File: config.mk
export PLATFORM = sky130hd
export DESIGN_NAME = bin_to_bcd_seq
export DESIGN_NICKNAME = d
export VERILOG_FILES = /design/src/rtl/bin_to_bcd_seq.sv
export SDC_FILE = /design/constraint.sdc
export NUM_CORES = 1
export LEC_CHECK = 0
export ABC_AREA = 1
export CORE_ASPECT_RATIO = 1.1
export CORE_UTILIZATION = 52
export CTS_CLUSTER_DIAMETER = 100
export DETAILED_ROUTE_END_ITERATION = 10
export PLACE_DENSITY = 0.79
export RECOVER_POWER = 50
export SLEW_MARGIN = 20
export SYNTH_ARGS = -nofsm -noshare
export SYNTH_HDL_FRONTEND = slang
export SYNTH_SLANG_ARGS = --single-unit
File: constraint.sdc
create_clock -name CLK -period 1.7 [get_ports CLK]
set_clock_uncertainty 0.05 [all_clocks]
set_input_delay 0.17 -clock CLK [delete_from_list [all_inputs] [get_ports CLK]]
set_output_delay 0.17 -clock CLK [all_outputs]
set_load 0.01 [all_outputs]
File: src/rtl/bin_to_bcd_seq.sv
// bin_to_bcd_seq: sequential binary-to-BCD converter (shift-add-3 / double dabble).
// Feeds the four-digit 7-segment decoder with one BCD digit per byte on DIGITS.
// Optional build macro BCD_OVF_SATURATE_EN: when defined, out-of-range inputs
// (> 9999) show 9999 instead of the value modulo 10000. OVF is reported either way.
module bin_to_bcd_seq #(
  parameter int BIN_W = 14
) (
  input  logic             CLK,
  input  logic             RST,
  input  logic [BIN_W-1:0] BIN,
  input  logic             IN_VALID,
  output logic             IN_READY,
  output logic [31:0]      DIGITS,
  output logic             OUT_VALID,
  output logic             OVF
);

  typedef enum logic [1:0] {
    S_IDLE  = 2'd0,
    S_SHIFT = 2'd1,
    S_DONE  = 2'd2
  } state_t;

  localparam int CNT_W = 5;

  state_t             r_state;
  state_t             w_nextState;

  logic [BIN_W-1:0]   r_bin;
  logic [15:0]        r_acc;
  logic [CNT_W-1:0]   r_cnt;
  logic               r_ovfCap;
  logic [31:0]        r_digits;
  logic               r_ovf;

  logic               w_accept;
  logic               w_lastShift;
  logic               w_binOver;
  logic [2:0]         w_topAdj;
  logic [3:0]         w_hunAdj;
  logic [3:0]         w_tenAdj;
  logic [3:0]         w_oneAdj;
  logic [15:0]        w_accShift;
  logic [31:0]        w_packed;
  logic [31:0]        w_digitsNext;

  assign w_accept    = IN_VALID && (r_state == S_IDLE);
  assign w_lastShift = (r_state == S_SHIFT) && (r_cnt == 5'd1);

  // Zero-extended so the same compare works for every legal BIN_W.
  assign w_binOver = ({{(32-BIN_W){1'b0}}, BIN} > 32'd9999);

  // Add-3 correction for each digit that will overflow past 9 when doubled.
  // Only the low three bits of the thousands digit survive the shift, which
  // is how the carry into a fifth digit is discarded.
  assign w_oneAdj = (r_acc[3:0]   >= 4'd5) ? r_acc[3:0]   + 4'd3 : r_acc[3:0];
  assign w_tenAdj = (r_acc[7:4]   >= 4'd5) ? r_acc[7:4]   + 4'd3 : r_acc[7:4];
  assign w_hunAdj = (r_acc[11:8]  >= 4'd5) ? r_acc[11:8]  + 4'd3 : r_acc[11:8];
  assign w_topAdj = (r_acc[15:12] >= 4'd5) ? 3'(r_acc[15:12] + 4'd3) : r_acc[14:12];

  assign w_accShift = {w_topAdj, w_hunAdj, w_tenAdj, w_oneAdj, r_bin[BIN_W-1]};

  // One byte per digit, high nibble zero, so the decoder inputs wire straight on.
  assign w_packed = {4'h0, w_accShift[15:12],
                     4'h0, w_accShift[11:8],
                     4'h0, w_accShift[7:4],
                     4'h0, w_accShift[3:0]};

`ifdef BCD_OVF_SATURATE_EN
  assign w_digitsNext = r_ovfCap ? 32'h09090909 : w_packed;
`else
  assign w_digitsNext = w_packed;
`endif

  // State register; reset aborts any conversion in flight.
  always_ff @(posedge CLK or posedge RST) begin
    if (RST) begin
      r_state <= S_IDLE;
    end else begin
      r_state <= w_nextState;
    end
  end

  // Next-state: idle until a handshake, shift BIN_W times, one done cycle.
  always_comb begin
    w_nextState = r_state;
    case (r_state)
      S_IDLE:  if (IN_VALID) w_nextState = S_SHIFT;
      S_SHIFT: if (r_cnt == 5'd1) w_nextState = S_DONE;
      S_DONE:  w_nextState = S_IDLE;
      default: w_nextState = S_IDLE;
    endcase
  end

  // Handshake outputs decoded from state only, so they follow reset at once.
  always_comb begin
    IN_READY  = 1'b0;
    OUT_VALID = 1'b0;
    case (r_state)
      S_IDLE:  IN_READY  = 1'b1;
      S_DONE:  OUT_VALID = 1'b1;
      default: ;
    endcase
  end

  // Datapath: capture on accept, shift-add-3 while shifting, and publish the
  // finished digits on the edge into DONE so they are valid with OUT_VALID.
  always_ff @(posedge CLK or posedge RST) begin
    if (RST) begin
      r_bin    <= '0;
      r_acc    <= '0;
      r_cnt    <= '0;
      r_ovfCap <= 1'b0;
      r_digits <= '0;
      r_ovf    <= 1'b0;
    end else if (w_accept) begin
      r_bin    <= BIN;
      r_acc    <= '0;
      r_cnt    <= CNT_W'(BIN_W);
      r_ovfCap <= w_binOver;
    end else if (r_state == S_SHIFT) begin
      r_acc <= w_accShift;
      r_bin <= r_bin << 1;
      r_cnt <= r_cnt - 5'd1;
      if (w_lastShift) begin
        r_digits <= w_digitsNext;
        r_ovf    <= r_ovfCap;
      end
    end
  end

  assign DIGITS = r_digits;
  assign OVF    = r_ovf;

endmodule
==> impl_results.md, run 1 <==
* Outcome: finished, final reports clean
* Internal Power at 3366 uW
* Mux contribution to synthesized area at 0%
* Slew Limit Headroom at 52.07%
* CTS root buf: clkbuf_8
* Die width at 72.65 um
* CTS tree: built
* Most frequent cells in the layout: 145 x nand2_1, 54 x dfrtp_1, 43 x nand3_1, 33 x clkdlybuf4s50_1, 29 x inv_1
* Clock share of power at 12.3%
* Synth Area in Compound Gates at 4.075%
* Setup TNS at 0 ns
* Hold Crit Class: primary input to flip-flop
* Area growth from synthesis to layout at 15.78%
* Area share of xor/xnor cells in the synthesized design at 0%
* EDFF count, synth at 0
* Worst-case reg-to-reg path depth at 6
* Arr. time, crit path at 1.41 ns
* Die Area at 0.005791 sq mm
* Sequential share of power at 39.6%
* Hold Buf Count CTS at 0
* Adder-cell share of the synthesized area at 4.382%
* Clk sinks at 55
* Total power at 5808 uW
* Largest family of logic cells by synthesized area: simple AND/OR/NAND/NOR gates
* Worst Setup End Kind: output pin
* Synth Cell Area at 0.002855 sq mm
* Top Family by Delay on Critical Path: buffers and inverters
* Synth area leaders: dfrtp_1 48%, nand2_1 19%, nand3_1 7.5%, buf_4 4.7%, ha_1 4.4%
* Core area at 0.005135 sq mm
* Total track usage at 20.66%
* Critical path buffer and inverter count at 1
* Hold endpoint: r_bin[0]
* Overflow after GRT at 0
* Leakage at 0.001709 uW
* Worst-path fanout max at 3
* Vias at 2317
* Sequential share of the synthesized area at 48.20%
* Pin count of the biggest net entering global routing at 56
* Share of cells above drive strength 1 at 5.598%
* Commonest non-fill, non-tap cell in the layout: nand2_1
* FF-to-FF setup slack at 0.17 ns
* Nets@finish at 420
* Max Slew Vio Count at 0
* Setup-failing EPs final at 0
* Main synth FF type: dfrtp_1
* F_max at 612.1 MHz
* # diodes at 0
* First-pass GRT wire length at 9328 um
* Avg WL per Cell at 11.17 um
* Leading area contributor after synthesis: dfrtp_1
* #FFs+latches synth at 55
* Critical R2R Capture: r_bin[10]
* Mapped Cells at 356
* Number of synthesis warnings at 0
* Routability cong. at 0.8972
* Worst-Margin Slew at 0.7189 ns
* Synthesized area per cell at 8.020 sq um
* Asr flop ratio synth at 100.0%
* Post-DP HPWL at 3658 um
* RSZ-0062 raised after global routing: false
* Clk slew on worst S/H paths at 0.09 ns
* Synth cell types at 23
* Pwr per Cell Area at 1757 mW/mm^2
* Num rows at 27
* Residual DRC count at 0
* Fin crit share at 96.10%
* Fin. Hold Viols at 0
* Pre-antenna DRT Iters at 5
* H-tree depth at 2
* Place WS at 0.1341 ns
* WL final at 5192 um
* WP data required at 1.48 ns
* CP cell instances: nor2_4 -> clkdlybuf4s50_1
* Net Sw Frac at 42.05%
* Vias per Instance at 4.983
* Slowest-stage cell, CP: clkdlybuf4s50_1
* IO Pins at 52
* WS Path Type: flip-flop to output pin
* Die Height at 79.72 um
* Hold path startpoint: BIN[0]
* Gate power share at 48.1%
* Iteration-0 DRC Markers at 168
* PortBufs at 35
* Initial core utilization at 55.60%
* Top cell type's share of synthesized area at 48.20%
* Tmin final at 1.634 ns
* Clock Path Buffers at 2
* Max-Cap Viols at 0
* Reg2reg start: r_state[0]
* Post-Synth Simple-Gate Area at 32.08%
* Vias in the first global route at 2199
* Clock network latency to the later pin of the worst-skew pair at 0.30 ns
* Antenna Nets Post-Route at 0
* Critical path startpoint category: flip-flop
* Worst vdd ir at 0.8944 mV
* Net Sw Power at 2442 uW
* Setup slack after layout at 0.06638 ns
* Hold path depth at 3
* Num CTS Buffers at 5
* Antenna violations before repair at 0
* Max stage delay on crit path at 0.54 ns
## power groups by stage
stage          logic (uW)  registers, uW  clock network [uW]
5_1_grt              3200           2380                 789
4_1_cts              2820           2300                 740
3_3_place_gp         2700           2300                   0
3_5_place_dp         2810           2320                   0
2_1_floorplan        1950           2330                   0
6_report             2790           2300                 715
## worst max-delay path by stage
stage / from / end / depth (start not counted) / slack (ns)
final: r_state[0] / IN_READY / 2 / 0.07
after detailed placement: r_cnt[1] / DIGITS[25] / 8 / 0.13
after global placement: r_cnt[1] / DIGITS[26] / 8 / 0.22
after global routing: r_state[0] / IN_READY / 2 / 0.01
after floorplan: RST / DIGITS[0] / 1 / 0.14
after CTS: r_state[0] / IN_READY / 2 / 0.005
## flip-flops by register name, summed over array words and instances (netlist names)
register	flops
DIGITS	16
OVF	1
r_acc	16
r_bin	14
r_cnt	5
r_ovfCap	1
r_state	2
## logic make-up after synthesis
| group | Yosys count |
|---|---|
| other | 1 |
| AOI/OAI and AO/OA | 21 |
| and+or+nand+nor | 212 |
| adders and majority gates | 10 |
| DFF | 55 |
| buffers and inverters | 57 |
## area by class of cell
cell class	instances	area (sq um)
clock buffers	6	82.58
clock inverters	1	5.005
fillers	464	1829
inverters	32	122.6
multi-input cells	259	1215
flip-flops and latches	55	1378
well taps	72	90.09
repair buffers	40	412.9
## cell usage after synthesis (4+ instances only)
| master | number |
|---|---|
| buf_4 | 18 |
| buf_6 | 4 |
| dfrtp_1 | 55 |
| ha_1 | 10 |
| inv_1 | 29 |
| nand2_1 | 144 |
| nand3_1 | 43 |
| nand4_1 | 7 |
| nor2_1 | 10 |
| o21ai_0 | 12 |
## metrics by stage
stage               area [sq um]  cells  util [%]  hold slack (ns)
floorplan                   2912    371         -           0.2366
global placement            3204    456     62.40           0.4077
detailed placement          3204    456     62.40           0.4104
CTS                         3292    463     64.11           0.1875
global route                3306    465     64.38           0.3757
finish                      3306    465     64.38           0.3527
## worst min-delay path, delay by kind of cell
| kind | cells | cell delay [ns] |
|---|---|---|
| buffers and inverters | 1 | 0.39 |
| and+or+nand+nor | 2 | 0.11 |
## repair_timing
action / CTS / global route
endpoints found under the setup margin: 0 / 14
gates resized for setup: 0 / 3
buffers inserted: 0 / 2
## metal layers
| metal | global-route usage (%) | routed length [um] | up-vias |
|---|---|---|---|
| met1 | 24.98 | 2334 | 1083 |
| li1 | - | - | 1167 |
| met2 | 37.01 | 2593 | 58 |
| met5 | 0 | 0 | - |
| met3 | 3.662 | 191 | 9 |
| met4 | 6.471 | 74 | 0 |
No activity file was read; power rests on OpenSTA's default activity.
==> run 2: changes to the inputs <==
- PLACE_DENSITY: 0.79 -> unset
- PLACE_DENSITY_LB_ADDON: unset -> 0.2
==> impl_results.md, run 2 (same netlist as run 1, synthesis figures left out) <==
* Pin count of the biggest net entering global routing at 56 (unchanged)
* Setup TNS at 0 ns (unchanged)
* Antenna violations before repair at 0 (unchanged)
* PortBufs at 35 (unchanged)
* Setup slack after layout at 0.1490 ns (+0.08265 ns)
* WL final at 5545 um (+6.8%)
* Die Height at 79.72 um (unchanged)
* Avg WL per Cell at 11.87 um (+6.3%)
* Clock network latency to the later pin of the worst-skew pair at 0.31 ns (about the same)
* Hold Buf Count CTS at 0 (unchanged)
* Area growth from synthesis to layout at 16.96%
* Core area at 0.005135 sq mm (unchanged)
* Vias in the first global route at 2195 (-0.18%)
* Clock share of power at 16.6% (+4.3 points)
* Leakage at 0.001728 uW (+1.1%)
* Iteration-0 DRC Markers at 100 (-40%)
* Pre-antenna DRT Iters at 5 (unchanged)
* Num rows at 27 (unchanged)
* Total track usage at 21.64% (+0.98 points)
* Place WS at 0.1440 ns (+0.009875 ns)
* Inst Count DP at 457 (+0.22%)
* Vias at 2308 (-0.39%)
* IO Pins at 52 (unchanged)
* Clk sinks at 55 (unchanged)
* First-pass GRT wire length at 9611 um (+3.0%)
* DP Area at 0.003199 sq mm (-0.16%)
* Worst Setup End Kind: flip-flop
* Die width at 72.65 um (unchanged)
* F_max at 644.8 MHz (+5.3%)
* WS Path Type: flip-flop to flip-flop
* Residual DRC count at 0 (unchanged)
* Net Sw Power at 2497 uW (+2.3%)
* Worst-path fanout max at 24 (+21)
* Antenna Nets Post-Route at 0 (unchanged)
* Max-Cap Viols at 0 (unchanged)
* Setup-failing EPs final at 0 (unchanged)
* Net Sw Frac at 40.89% (-1.2 points)
* Arr. time, crit path at 1.69 ns (+0.28 ns)
* CTS root buf: clkbuf_8
* Final std cells w/o fill at 467 (+0.43%)
* Worst vdd ir at 0.6646 mV (-26%)
* Share of cells above drive strength 1 at 5.823% (+0.22 points)
* Outcome: finished, final reports clean
* Overflow after GRT at 0 (unchanged)
* Die Area at 0.005791 sq mm (unchanged)
* Tmin final at 1.551 ns (-0.08265 ns)
* Initial core utilization at 55.60% (unchanged)
* Hold Crit Class: primary input to async pin
* Sequential share of power at 38.2% (-1.4 points)
* Critical path startpoint category: flip-flop
* Most frequent cells in the layout: 145 x nand2_1, 54 x dfrtp_1, 43 x nand3_1, 32 x clkdlybuf4s50_1, 30 x inv_1
* Vias per Instance at 4.942 (-0.82%)
* Fin crit share at 91.23% (-4.9 points)
* RSZ-0062 raised after global routing: false
* Clk slew on worst S/H paths at 0.10 ns (about the same)
* H-tree depth at 2 (unchanged)
* Finished Cell Area at 0.003339 sq mm (+1.0%)
* Clock Path Buffers at 2 (unchanged)
* Pwr per Cell Area at 1829 mW/mm^2 (+4.1%)
* Post-DP HPWL at 3762 um (+2.8%)
* Routability cong. at 0.8658 (-3.5%)
* # diodes at 0 (unchanged)
* Commonest non-fill, non-tap cell in the layout: nand2_1
* Num CTS Buffers at 5 (unchanged)
* Gate power share at 45.2% (-2.9 points)
* WP data required at 1.84 ns (+0.36 ns)
* Nets@finish at 421 (+0.24%)
* Max Slew Vio Count at 0 (unchanged)
* Internal Power at 3609 uW (+7.2%)
* Fin. Hold Viols at 0 (unchanged)
* CTS tree: built
==> run 2: worst max-delay path, stage by stage, from the launching register on <==
cell and delay, ns:
dfrtp_2 0.46, nor2_4 0.13, nand2_4 0.10, nand2_1 0.31
inv_4 0.20, nand2_1 0.10, nand3_1 0.07
==> run 2: area by class of cell <==
cell class	count	area, sq um
Sequential cell	55	1378
Tap cell	72	90.09
Clock inverter	2	60.06
Multi-Input combinational cell	259	1215
Clock buffer	6	72.57
Fill cell	462	1795
Timing Repair Buffer	41	401.6
Inverter	32	122.6
==> run 2: repair_timing <==
item | in CTS | in global routing
pin swaps | 0 | 1
buffers inserted | 0 | 2
setup endpoints to repair | 1 | 3
resized for setup | 1 | 3
==> run 2: worst paths after layout <==
check	slack (ns)	endpoint	from	cells past startpoint
worst max register to register	0.15	r_bin[12]	r_state[0]	6
max in group asynchronous	1.04	r_state[0]	RST	3
worst min register to register	0.42	OVF	r_ovfCap	2
worst max-delay path	0.15	r_bin[12]	r_state[0]	6
min in group CLK	0.34	r_bin[0]	BIN[0]	3
worst min-delay path	0.30	r_bin[1]	RST	3
==> run 2: through the flow <==
stage	total power [uW]	util, %	hold slack [ns]
after floorplan	4273	-	0.2366
after global placement	5004	62.31	0.3999
after detailed placement	5102	62.31	0.4090
after CTS	6154	64.99	0.1689
after global routing	6663	65.03	0.3405
final	6106	65.03	0.3007
==> run 2: power groups by stage <==
stage	Sequential, uW	Combinational [uW]	Clock, uW
2_1_floorplan	2330	1950	0
3_3_place_gp	2310	2690	0
3_5_place_dp	2340	2770	0
4_1_cts	2320	2790	1040
5_1_grt	2400	3170	1090
6_report	2330	2760	1020
==> run 2: per-layer routing <==
layer  wire length (um)  track usage, %  vias to the layer above
met5                  0               0                        -
met4                112           9.412                        0
met3                180           4.040                       13
met2               2754           37.38                       52
met1               2497           26.16                     1070
li1                   -               -                     1173
